## config.mk

```make
export PLATFORM = sky130hd
export DESIGN_NAME = iir_cascade_flat
export DESIGN_NICKNAME = d
export VERILOG_FILES = /design/src/rtl/iir_pkg.sv /design/src/rtl/iir_if.sv /design/src/rtl/iir_mac.sv /design/src/rtl/iir_cascade.sv /design/src/flat_wrapper.sv
export SDC_FILE = /design/constraint.sdc
export NUM_CORES = 2
export LEC_CHECK = 0
export ABC_CLOCK_PERIOD_IN_PS = 26500
export BUFFER_PORTS_ARGS = -buffer_cell sky130_fd_sc_hd__buf_4
export CAP_MARGIN = 5
export CELL_PAD_IN_SITES_DETAIL_PLACEMENT = 1
export CELL_PAD_IN_SITES_GLOBAL_PLACEMENT = 2
export CORE_MARGIN = 2
export CORE_UTILIZATION = 29
export DETAILED_ROUTE_END_ITERATION = 16
export PLACE_DENSITY = 0.7
export SYNTH_ARGS = -nofsm -noshare
export SYNTH_HDL_FRONTEND = slang
export SYNTH_HIERARCHICAL = 1
export SYNTH_SLANG_ARGS = --single-unit
```

## constraint.sdc

```tcl
create_clock -name clk -period 26.5 [get_ports clk]
set_input_delay 2.65 -clock clk [delete_from_list [all_inputs] [get_ports clk]]
set_output_delay 2.65 -clock clk [all_outputs]
set_load 0.02 [all_outputs]
```

## src/rtl/iir_pkg.sv

```systemverilog
// Shared types and helpers for the cascaded first-order IIR filter.
package iir_pkg;

  localparam logic [1:0] OFS_A0  = 2'd0;
  localparam logic [1:0] OFS_A1  = 2'd1;
  localparam logic [1:0] OFS_B1  = 2'd2;
  localparam logic [1:0] OFS_CTL = 2'd3;

  typedef enum logic [2:0] {
    ST_IDLE, ST_MAC0, ST_MAC1, ST_MAC2, ST_WB, ST_OUT
  } state_t;

  typedef enum logic [1:0] {
    MAC_NOP, MAC_LOAD, MAC_ADD, MAC_SUB
  } mac_op_t;

  // Clamp v to the signed range of a w-bit word; callers compare in/out to detect clipping.
  function automatic logic signed [63:0] sat_clamp(input logic signed [63:0] v, input int w);
    logic signed [63:0] hi;
    logic signed [63:0] lo;
    hi = (64'sd1 <<< (w - 1)) - 64'sd1;
    lo = -hi - 64'sd1;
    if (v > hi)      sat_clamp = hi;
    else if (v < lo) sat_clamp = lo;
    else             sat_clamp = v;
  endfunction

endpackage

```

## src/rtl/iir_if.sv

```systemverilog
// Sample stream, coefficient port and saturation status of the IIR cascade.
interface iir_if #(
  parameter int DATA_W = 16,
  parameter int ADDR_W = 6
);
  logic signed [DATA_W-1:0] in_data;
  logic                     in_valid;
  logic                     in_ready;
  logic signed [DATA_W-1:0] out_data;
  logic                     out_valid;
  logic                     out_ready;
  logic [ADDR_W-1:0]        coef_addr;
  logic signed [DATA_W-1:0] coef_wdata;
  logic                     coef_we;
  logic signed [DATA_W-1:0] coef_rdata;
  logic                     coef_err;
  logic                     sat_flag;
  logic                     sat_clr;

  modport slave (
    input  in_data, in_valid, out_ready, coef_addr, coef_wdata, coef_we, sat_clr,
    output in_ready, out_data, out_valid, coef_rdata, coef_err, sat_flag
  );

  modport master (
    output in_data, in_valid, out_ready, coef_addr, coef_wdata, coef_we, sat_clr,
    input  in_ready, out_data, out_valid, coef_rdata, coef_err, sat_flag
  );
endinterface

```

## src/rtl/iir_mac.sv

```systemverilog
// Shared signed multiply-accumulate with floor shift and saturation of the accumulator.
module iir_mac
  import iir_pkg::*;
#(
  parameter int DATA_W = 16,
  parameter int FRAC_W = 11
) (
  input  logic                     clk,
  input  mac_op_t                  i_op,
  input  logic signed [DATA_W-1:0] i_coef,
  input  logic signed [DATA_W-1:0] i_data,
  output logic signed [DATA_W-1:0] o_res,
  output logic                     o_ovf
);

  localparam int ACC_W = 2 * DATA_W + 2;

  logic signed [2*DATA_W-1:0] w_prod;
  logic signed [ACC_W-1:0]    r_acc;
  logic signed [ACC_W-1:0]    w_shr;
  logic signed [63:0]         w_wide;
  logic signed [63:0]         w_clamp;

  assign w_prod = (2*DATA_W)'(i_coef) * (2*DATA_W)'(i_data);

  // Accumulator stage: the two guard bits absorb the three-term sum without wrap
  always_ff @(posedge clk) begin
    case (i_op)
      MAC_LOAD: r_acc <= ACC_W'(w_prod);
      MAC_ADD:  r_acc <= r_acc + ACC_W'(w_prod);
      MAC_SUB:  r_acc <= r_acc - ACC_W'(w_prod);
      default:  r_acc <= r_acc;
    endcase
  end

  assign w_shr   = r_acc >>> FRAC_W;
  assign w_wide  = 64'(w_shr);
  assign w_clamp = sat_clamp(w_wide, DATA_W);
  assign o_res   = w_clamp[DATA_W-1:0];
  assign o_ovf   = (w_clamp != w_wide);

endmodule

```

## src/rtl/iir_cascade.sv

```systemverilog
// NUM_SECT first-order IIR sections sharing one MAC, with a coefficient file and bypass.
module iir_cascade
  import iir_pkg::*;
#(
  parameter int DATA_W   = 16,
  parameter int FRAC_W   = 11,
  parameter int NUM_SECT = 3,
  parameter int ADDR_W   = 6
) (
  input logic  clk,
  input logic  reset,
  iir_if.slave bus
);

  localparam int SECT_W = (NUM_SECT > 1) ? $clog2(NUM_SECT) : 1;
  localparam logic signed [DATA_W-1:0] ONE = DATA_W'(1 << FRAC_W);

  state_t                   r_state;
  logic [SECT_W-1:0]        r_sect;
  logic signed [DATA_W-1:0] r_cur;
  logic signed [DATA_W-1:0] r_x1 [NUM_SECT];
  logic signed [DATA_W-1:0] r_y1 [NUM_SECT];
  logic signed [DATA_W-1:0] r_a0 [NUM_SECT];
  logic signed [DATA_W-1:0] r_a1 [NUM_SECT];
  logic signed [DATA_W-1:0] r_b1 [NUM_SECT];
  logic [NUM_SECT-1:0]      r_byp;
  logic signed [DATA_W-1:0] r_out_data;
  logic                     r_out_valid;
  logic                     r_in_ready;
  logic                     r_coef_err;
  logic                     r_sat_flag;

  logic                     w_mapped;
  logic [SECT_W-1:0]        w_csect;
  logic [1:0]               w_ofs;
  logic signed [DATA_W-1:0] w_rdata;
  mac_op_t                  w_op;
  logic signed [DATA_W-1:0] w_coef;
  logic signed [DATA_W-1:0] w_opnd;
  logic signed [DATA_W-1:0] w_res;
  logic                     w_ovf;
  logic                     w_last;
  logic                     w_sat_evt;

  assign w_mapped = {2'b00, bus.coef_addr[ADDR_W-1:2]} < ADDR_W'(NUM_SECT);
  assign w_csect  = SECT_W'(bus.coef_addr[ADDR_W-1:2]);
  assign w_ofs    = bus.coef_addr[1:0];

  always_comb begin
    w_rdata = '0;
    if (w_mapped) begin
      case (w_ofs)
        OFS_A0:  w_rdata = r_a0[w_csect];
        OFS_A1:  w_rdata = r_a1[w_csect];
        OFS_B1:  w_rdata = r_b1[w_csect];
        default: w_rdata = {{(DATA_W-1){1'b0}}, r_byp[w_csect]};
      endcase
    end
  end

  always_comb begin
    w_op   = MAC_NOP;
    w_coef = '0;
    w_opnd = '0;
    case (r_state)
      ST_MAC0: begin w_op = MAC_LOAD; w_coef = r_a0[r_sect]; w_opnd = r_cur;        end
      ST_MAC1: begin w_op = MAC_ADD;  w_coef = r_a1[r_sect]; w_opnd = r_x1[r_sect]; end
      ST_MAC2: begin w_op = MAC_SUB;  w_coef = r_b1[r_sect]; w_opnd = r_y1[r_sect]; end
      default: ;
    endcase
  end

  iir_mac #(.DATA_W(DATA_W), .FRAC_W(FRAC_W)) u_mac (
    .clk   (clk),
    .i_op  (w_op),
    .i_coef(w_coef),
    .i_data(w_opnd),
    .o_res (w_res),
    .o_ovf (w_ovf)
  );

  assign w_last    = (r_sect == SECT_W'(NUM_SECT - 1));
  assign w_sat_evt = (r_state == ST_WB) && !r_byp[r_sect] && w_ovf;

  always_ff @(posedge clk or posedge reset) begin
    if (reset) begin
      r_state     <= ST_IDLE;
      r_sect      <= '0;
      r_cur       <= '0;
      r_byp       <= '0;
      r_out_data  <= '0;
      r_out_valid <= 1'b0;
      r_in_ready  <= 1'b1;
      r_coef_err  <= 1'b0;
      r_sat_flag  <= 1'b0;
      for (int i = 0; i < NUM_SECT; i++) begin
        r_x1[i] <= '0;
        r_y1[i] <= '0;
        r_a0[i] <= ONE;
        r_a1[i] <= '0;
        r_b1[i] <= '0;
      end
    end else begin
      r_coef_err <= bus.coef_we && (r_state != ST_IDLE);
      if (bus.coef_we && (r_state == ST_IDLE) && w_mapped) begin
        case (w_ofs)
          OFS_A0:  r_a0[w_csect]  <= bus.coef_wdata;
          OFS_A1:  r_a1[w_csect]  <= bus.coef_wdata;
          OFS_B1:  r_b1[w_csect]  <= bus.coef_wdata;
          default: r_byp[w_csect] <= bus.coef_wdata[0];
        endcase
      end

      // A clip in the same cycle as sat_clr keeps the flag set
      if (w_sat_evt)        r_sat_flag <= 1'b1;
      else if (bus.sat_clr) r_sat_flag <= 1'b0;

      case (r_state)
        ST_IDLE: if (bus.in_valid) begin
          r_cur      <= bus.in_data;
          r_sect     <= '0;
          r_in_ready <= 1'b0;
          r_state    <= ST_MAC0;
        end
        ST_MAC0: r_state <= ST_MAC1;
        ST_MAC1: r_state <= ST_MAC2;
        ST_MAC2: r_state <= ST_WB;
        ST_WB: begin
          if (!r_byp[r_sect]) begin
            r_x1[r_sect] <= r_cur;
            r_y1[r_sect] <= w_res;
            r_cur        <= w_res;
          end
          if (w_last) begin
            r_out_data  <= r_byp[r_sect] ? r_cur : w_res;
            r_out_valid <= 1'b1;
            r_state     <= ST_OUT;
          end else begin
            r_sect  <= r_sect + 1'b1;
            r_state <= ST_MAC0;
          end
        end
        ST_OUT: if (bus.out_ready) begin
          r_out_valid <= 1'b0;
          r_in_ready  <= 1'b1;
          r_state     <= ST_IDLE;
        end
        default: r_state <= ST_IDLE;
      endcase
    end
  end

  assign bus.in_ready   = r_in_ready;
  assign bus.out_data   = r_out_data;
  assign bus.out_valid  = r_out_valid;
  assign bus.coef_rdata = w_rdata;
  assign bus.coef_err   = r_coef_err;
  assign bus.sat_flag   = r_sat_flag;

endmodule

```

## src/flat_wrapper.sv

```systemverilog
// flat-port wrapper written by rule: the top's interface ports become plain ports
module iir_cascade_flat import iir_pkg::*;
#(
  parameter int DATA_W   = 16,
  parameter int FRAC_W   = 11,
  parameter int NUM_SECT = 3,
  parameter int ADDR_W   = 6
)
  (clk, reset, bus_in_data, bus_in_valid, bus_out_ready, bus_coef_addr, bus_coef_wdata, bus_coef_we, bus_sat_clr, bus_in_ready, bus_out_data, bus_out_valid, bus_coef_rdata, bus_coef_err, bus_sat_flag);
  iir_if #(.DATA_W(DATA_W), .ADDR_W(ADDR_W)) bus_i ();
  input logic clk;
  input logic reset;
  input wire logic [$bits(bus_i.in_data)-1:0] bus_in_data;
  input wire logic [$bits(bus_i.in_valid)-1:0] bus_in_valid;
  input wire logic [$bits(bus_i.out_ready)-1:0] bus_out_ready;
  input wire logic [$bits(bus_i.coef_addr)-1:0] bus_coef_addr;
  input wire logic [$bits(bus_i.coef_wdata)-1:0] bus_coef_wdata;
  input wire logic [$bits(bus_i.coef_we)-1:0] bus_coef_we;
  input wire logic [$bits(bus_i.sat_clr)-1:0] bus_sat_clr;
  output wire logic [$bits(bus_i.in_ready)-1:0] bus_in_ready;
  output wire logic [$bits(bus_i.out_data)-1:0] bus_out_data;
  output wire logic [$bits(bus_i.out_valid)-1:0] bus_out_valid;
  output wire logic [$bits(bus_i.coef_rdata)-1:0] bus_coef_rdata;
  output wire logic [$bits(bus_i.coef_err)-1:0] bus_coef_err;
  output wire logic [$bits(bus_i.sat_flag)-1:0] bus_sat_flag;
  assign bus_i.in_data = bus_in_data;
  assign bus_i.in_valid = bus_in_valid;
  assign bus_i.out_ready = bus_out_ready;
  assign bus_i.coef_addr = bus_coef_addr;
  assign bus_i.coef_wdata = bus_coef_wdata;
  assign bus_i.coef_we = bus_coef_we;
  assign bus_i.sat_clr = bus_sat_clr;
  assign bus_in_ready = bus_i.in_ready;
  assign bus_out_data = bus_i.out_data;
  assign bus_out_valid = bus_i.out_valid;
  assign bus_coef_rdata = bus_i.coef_rdata;
  assign bus_coef_err = bus_i.coef_err;
  assign bus_sat_flag = bus_i.sat_flag;
  iir_cascade #(.DATA_W(DATA_W), .FRAC_W(FRAC_W), .NUM_SECT(NUM_SECT), .ADDR_W(ADDR_W)) u_core (.clk(clk), .reset(reset), .bus(bus_i));
endmodule
```

# --- After elaboration in Yosys (flattened, before gate mapping) ---
# Index checks and enable logic that the tools add are counted.
op_classes:
  mux: 66
  multipliers: 1
  bitwise_logic: 4
  shifts: 0
  n_div: 0
  n_eq_ne: 16
  magnitude_cmp: 10
  reduce_logical: 29
  addsub: 3
op_table:
  columns: ["cell", "n"]
  rows:
  - ["$mux W16", 21]
  - ["$bmux W16 S2", 8]
  - ["$bwmux W48", 5]
  - ["$pmux W16 S3", 3]
  - ["$mux W64", 2]
  - ["$pmux W34 S3", 1]
  - ["$demux W16 S2", 2]
  - ["$ne A64 B23 Y1", 1]
  - ["$add A34 B32 Y34", 1]
  - ["$sub A34 B32 Y34", 1]
  - ["$mul A16 B16 Y32", 1]
  - ["$pmux W16 S2", 1]
  - ["$gt A23 B16 Y1 const B", 1]
  - ["$lt A23 B16 Y1 const B", 1]
  - ["$pmux W3 S6", 1]
  - ["$reduce_and A2 Y1", 8]
  - ["$mux W1", 9]
  - ["$mux W3", 3]
  - ["$reduce_and A3 Y1", 3]
  - ["$eq A2 B2 Y1 const B", 4]
  - ["$logic_and A1 B1 Y1", 8]
  - ["$reduce_bool A2 Y1", 4]
  - ["$eq A3 B2 Y1 const B", 2]
  - ["$eq A3 B3 Y1 const B", 2]
  - ["other kinds (24)", 36]
word_totals:
  ff_bits: 318
  memories: 0
  mem_bits_ro: 0
  latch_bits: 0
  in_bits: 44
  out_inout_bits: 36
  mem_bits_rw: 0

# --- Depth between registers and ports, before layout ---
depth:
  word_depth: 8
  mapped_depth: 48

# --- By module ---
# The synthesis kept the hierarchy.
modules_own_cells:
  columns: ["mod", "cells_per_inst", "seq_area_each_um2", "area_each_um2", "instances"]
  rows:
  - ["iir_cascade", 1158, 7111.8, 14323.7, 1]
  - ["iir_mac", 1618, 1021.0, 14151.1, 1]

# --- Worst setup path after synthesis ---
# No wires, ideal clock.
synth_path:
  path_type: "register -> register"
  from: "reg u_core.r_state[1]"
  to: "reg u_core.u_mac.r_acc[33], data pin"
  stages_incl_launch_ff: 42
  period_less_slack_ns: 10.365
  setup_time_ns: 0.259
  required_time_ns: 26.241
  path_slack_ns: 16.135
  t_arrival_ns: 10.106
  cell_sequence: "dfrtp_1 nor3b_1 and2_0 clkbuf_1 clkbuf_1 a22oi_1 o221ai_1 clkbuf_1 nand2_1 inv_1 fa_1 fa_1 fa_1 fa_1 fa_1 inv_1 fa_1 inv_1 [6 not listed] a2111o_1 a32oi_2 nor3b_2 nand2_1 nor2_1 a21oi_1 xnor2_1 ha_1 and3_1 a211o_1 a21o_1 nor3_1 o31ai_1 o41ai_1 xnor2_1 a21o_1 o31ai_2 nor2_1"
synth_between:
  elab_chain_cells: 5
synth_rtl:
  columns: ["item", "line", "source"]
  rows:
  - ["start, declared", "iir_cascade.sv:18", "state_t r_state;"]
  - ["start signal, assigned", "iir_cascade.sv:87", "r_state <= ST_IDLE;"]
  - ["start signal, assigned", "iir_cascade.sv:123", "r_state <= ST_MAC0;"]
  - ["start signal, assigned", "iir_cascade.sv:125", "ST_MAC0: r_state <= ST_MAC1;"]
  - ["$eq A3 B2 Y1 / $eq A3 B1 Y1 (equally long branches)", "iir_cascade.sv:65", "case (r_state)"]
  - ["$pmux W16 S3 *", "iir_cascade.sv:65", null]
  - ["via u_core.w_coef[15]", "iir_cascade.sv:38", "logic signed [DATA_W-1:0] w_coef;"]
  - ["$mul A16 B16 Y32 *", "iir_mac.sv:24", "assign w_prod = (2*DATA_W)'(i_coef) * (2*DATA_W)'(i_data);"]
  - ["$sub A34 B32 Y34 / $add A34 B32 Y34 (equally long branches)", "iir_mac.sv:31, iir_mac.sv:30", null]
  - ["$pmux W34 S3 *", "iir_mac.sv:28", "case (i_op)"]
  - ["end signal, assigned", "iir_mac.sv:29", "MAC_LOAD: r_acc <= ACC_W'(w_prod);"]
  - ["end signal, assigned", "iir_mac.sv:31", "MAC_SUB: r_acc <= r_acc - ACC_W'(w_prod);"]
  - ["end signal, assigned", "iir_mac.sv:32", "default: r_acc <= r_acc;"]
  - ["end, declared", "iir_mac.sv:19", "logic signed [ACC_W-1:0] r_acc;"]
# The timed path passes the listed nets; every way through them passes the cells marked *.
# A chain may end at the register's enable or synchronous reset.

# --- Worst setup path after layout ---
layout_path:
  from: "reg u_core.r_state[1]"
  to: "reg u_core.u_mac.r_acc[33], data pin"
layout_lines:
  columns: ["item", "line", "source"]
  rows:
  - ["$eq A3 B2 Y1 / $eq A3 B1 Y1 (equally long branches)", "iir_cascade.sv:65", null]
  - ["$pmux W2 S3 *", "iir_cascade.sv:65", null]
  - ["via u_core.w_op[1]", "iir_cascade.sv:37", "mac_op_t w_op;"]
  - ["$eq A2 B2 Y1 / $eq A2 B1 Y1 (equally long branches)", "iir_mac.sv:28", null]
  - ["$pmux W34 S3 *", "iir_mac.sv:28", null]
  - ["end signal, assigned", "iir_mac.sv:29", null]
  - ["end signal, assigned", "iir_mac.sv:30", "MAC_ADD: r_acc <= r_acc + ACC_W'(w_prod);"]
  - ["end signal, assigned", "iir_mac.sv:31", null]
# Marks and branches as above.

==> key figures <==
Drt
  • WL final: 88,100 um
  • Vias per cell: 5.17
  • # DRC: 0
  • Wire per inst: 21.4 um
  • Vias: 21,200
  • Drt pass-1 iters: 5
  • Post-route ant nets: 0
  • Initial DRC count: 1,165

Synth
  • Sequential-to-total area share from yosys stat: 28.6%
  • Top cells by count, synth: inv_1 (330), mux2_2 (291), dfrtp_1 (280)
  • Seq cells post-synth: 318
  • Cell taking the most area after synthesis: dfrtp_1
  • Mapped Cells: 2,776
  • Synth top area share: 24.6%
  • Primary FF master, synth: dfrtp_1
  • Synth warnings: 6
  • EDFF count, synth: 34
  • Ys async rst share: 89.3%
  • Netlist Area Pre-Place: 28,500 um2
  • Synth top area cells: dfrtp_1 (25%), fa_1 (18%), mux2_2 (12%)
  • Cell variety after synth: 90
  • Most frequent cell after synthesis: inv_1
  • Syn avg cell area: 10.3 um2
  • Syn Nets: 3,203

CTS
  • TritonCTS Buffers: 41
  • Hold buffer count at cts: 0
  • Worst-path clk slew: 0.06 ns
  • Skew-Pair Late Insertion Delay: 0.60 ns
  • TritonCTS sink count: 318
  • CTS tree: built
  • Setup Buffers After CTS: 0
  • CTS Root Cell: clkbuf_16
  • Clock Path Buffers: 3
  • Post-CTS Resized: 0
  • H-tree Lvls: 2

Final layout
  • Multi-input gate area: 18,600 um2
  • Share of cells above drive strength 1: 18.8%
  • Area Overhead vs Synth: 12.1%
  • Flip-flop and latch area: 8130 um2
  • Non-filler cells, final: 4,111
  • Fillers: 10,900
  • Inserted Diodes: 0
  • Layout Nets: 3,231

Critical path
  • CP arrival: 12.96 ns
  • Critical Path RT: 26.83 ns
  • Path type of the worst setup path: flop to flop
  • Most used cell, CP: fa_1
  • Setup crit end kind: flop
  • CP Buf/Inv Count: 5
  • Crit-path max FO: 42
  • Startpoint Class: flop
  • Slowest CP cell: and2_1
  • Largest delay contributor family on the critical path: adder cells
  • CP max stage delay: 0.98 ns

Run status
  • Outcome: completed

Global routing
  • Antenna violations before repair: 1
  • GRT Util Overall: 18.0%
  • GRT overflow: 0
  • First-pass GRT wire length: 142,000 um
  • Number of global-route vias before repair: 24,000
  • Pin count of the biggest net entering global routing: 137

STA
  • RSZ-0062 raised after global routing: no
  • Final setup TNS: 0 ns
  • Worst slew pin tran: 1.20 ns
  • Relative slew slack: 19.8%
  • Final setup viols: 0
  • Final Hold Vio Count: 0
  • Hold slack: 0.504 ns
  • Period minus WS final: 12.64 ns
  • Max Freq: 79.1 MHz
  • Pins Over Slew Limit: 0
  • Setup skew after layout: 0.0485 ns
  • Final critical-path share of the clock period: 47.7%

Floorplanning
  • Die extent in x: 317 um
  • Die H: 317 um
  • I/O pins: 80
  • Rows: 114
  • Core ar.: 97,000 um2
  • Die Area: 101,000 um2
  • Starting Density: 29.4%

Placed design
  • Placed cells: 4,037
  • GPL Wtd Cong: 0.835
  • IO buf count: 79
  • Dpl hpwl: 65,000 um

Run
  • Max Cap Violations: 0

Hold path
  • Hold Crit Class: flop to flop
## state kept, by name (all words and copies together) (netlist names)
register and count:
u_core/r_a1 48, u_core/r_cur 16, u_core/r_b1 48, u_core/bus.out_data 16, u_core/bus.in_ready 1, u_core/r_sect 2, u_core/bus.sat_flag 1, u_core/u_mac/r_acc 34
u_core/r_y1 48, u_core/r_byp 3, u_core/bus.coef_err 1, u_core/r_x1 48, u_core/r_state 3, u_core/bus.out_valid 1, u_core/r_a0 48
## per-stage QoR
| step | util (%) | instance area (um2) | worst slack (ns) |
|---|---|---|---|
| after detailed placement | 31.5 | 30500 | 14.03 |
| after global placement | 31.5 | 30500 | 14.16 |
| final | 32.9 | 31900 | 13.86 |
| after floorplan | - | 28500 | 16.02 |
| after global routing | 32.9 | 31900 | 12.93 |
| after CTS | 32.9 | 31900 | 13.90 |
## cells in the final DEF (no fill, tap or decap), drive strengths merged, types with 12 or more instances in the layout
cell type	netlist	final
o22a	32	32
o221ai	17	17
a221o	18	18
clkbuf	99	60
a211oi	12	12
a22oi	50	50
mux2i	99	99
inv	330	330
a21oi	99	99
nand2b	17	17
nor3	22	22
o21a	27	27
nand3	19	19
o211ai	20	20
dfrtp	280	280
buf	43	127
a22o	34	34
edfxtp	34	34
nand2	231	231
nor2	100	100
o21ai	101	101
ha	120	120
mux2	291	291
and2	132	132
xnor2	58	58
nor2b	18	18
a21o	20	20
a32o	15	15
fa	263	263
xor2	29	29
## routing by layer
metal | vias to the layer above | wire length [um] | track usage [%]
met5 | - | 0 | 0
met4 | 0 | 2200 | 4.90
met3 | 120 | 2680 | 1.86
met2 | 390 | 42300 | 30.2
met1 | 11200 | 40900 | 24.6
li1 | 9568 | - | -
## worst paths after layout
| kind | from | endpoint | slack, ns | depth (start not counted) |
|---|---|---|---|---|
| worst min register to register | u_core/r_x1[35]$_DFFE_PP0P_ | u_core/r_x1[35]$_DFFE_PP0P_ | 0.50 | 1 |
| min in group asynchronous | reset | u_core/bus.out_data[3]$_DFFE_PP0P_ | 2.27 | 2 |
| max in group asynchronous | reset | u_core/r_sect[1]$_DFFE_PP0P_ | 22.56 | 3 |
| worst max-delay path | u_core/r_state[1]$_DFFE_PP0P_ | u_core/u_mac/r_acc[33]$_DFFE_PP_ | 13.86 | 38 |
| worst min-delay path | u_core/r_x1[35]$_DFFE_PP0P_ | u_core/r_x1[35]$_DFFE_PP0P_ | 0.50 | 1 |
| worst max register to register | u_core/r_state[1]$_DFFE_PP0P_ | u_core/u_mac/r_acc[33]$_DFFE_PP_ | 13.86 | 38 |
## final cells by class
class,instances,share of cell area [%]
Sequential cell,318,25.5
Inverter,331,3.91
Clock buffer,60,3.69
Timing Repair Buffer,127,3.01
Multi-Input combinational cell,1985,58.2
Clock inverter,14,0.709
Tap cell,1276,5.00
## logic make-up after synthesis
kind of cell    Yosys count  synth area share [%]
compound gates          511                  12.8
xor+xnor                 87                  2.68
fa+ha+maj               383                  23.8
buf+inv                 473                  6.33
flops                   318                  28.6
mux                     390                  15.0
simple gates            614                  10.9
Power is left out: the tool's default activity adds up to more than one toggle a clock period on the data nets, which glitch-free logic cannot reach.
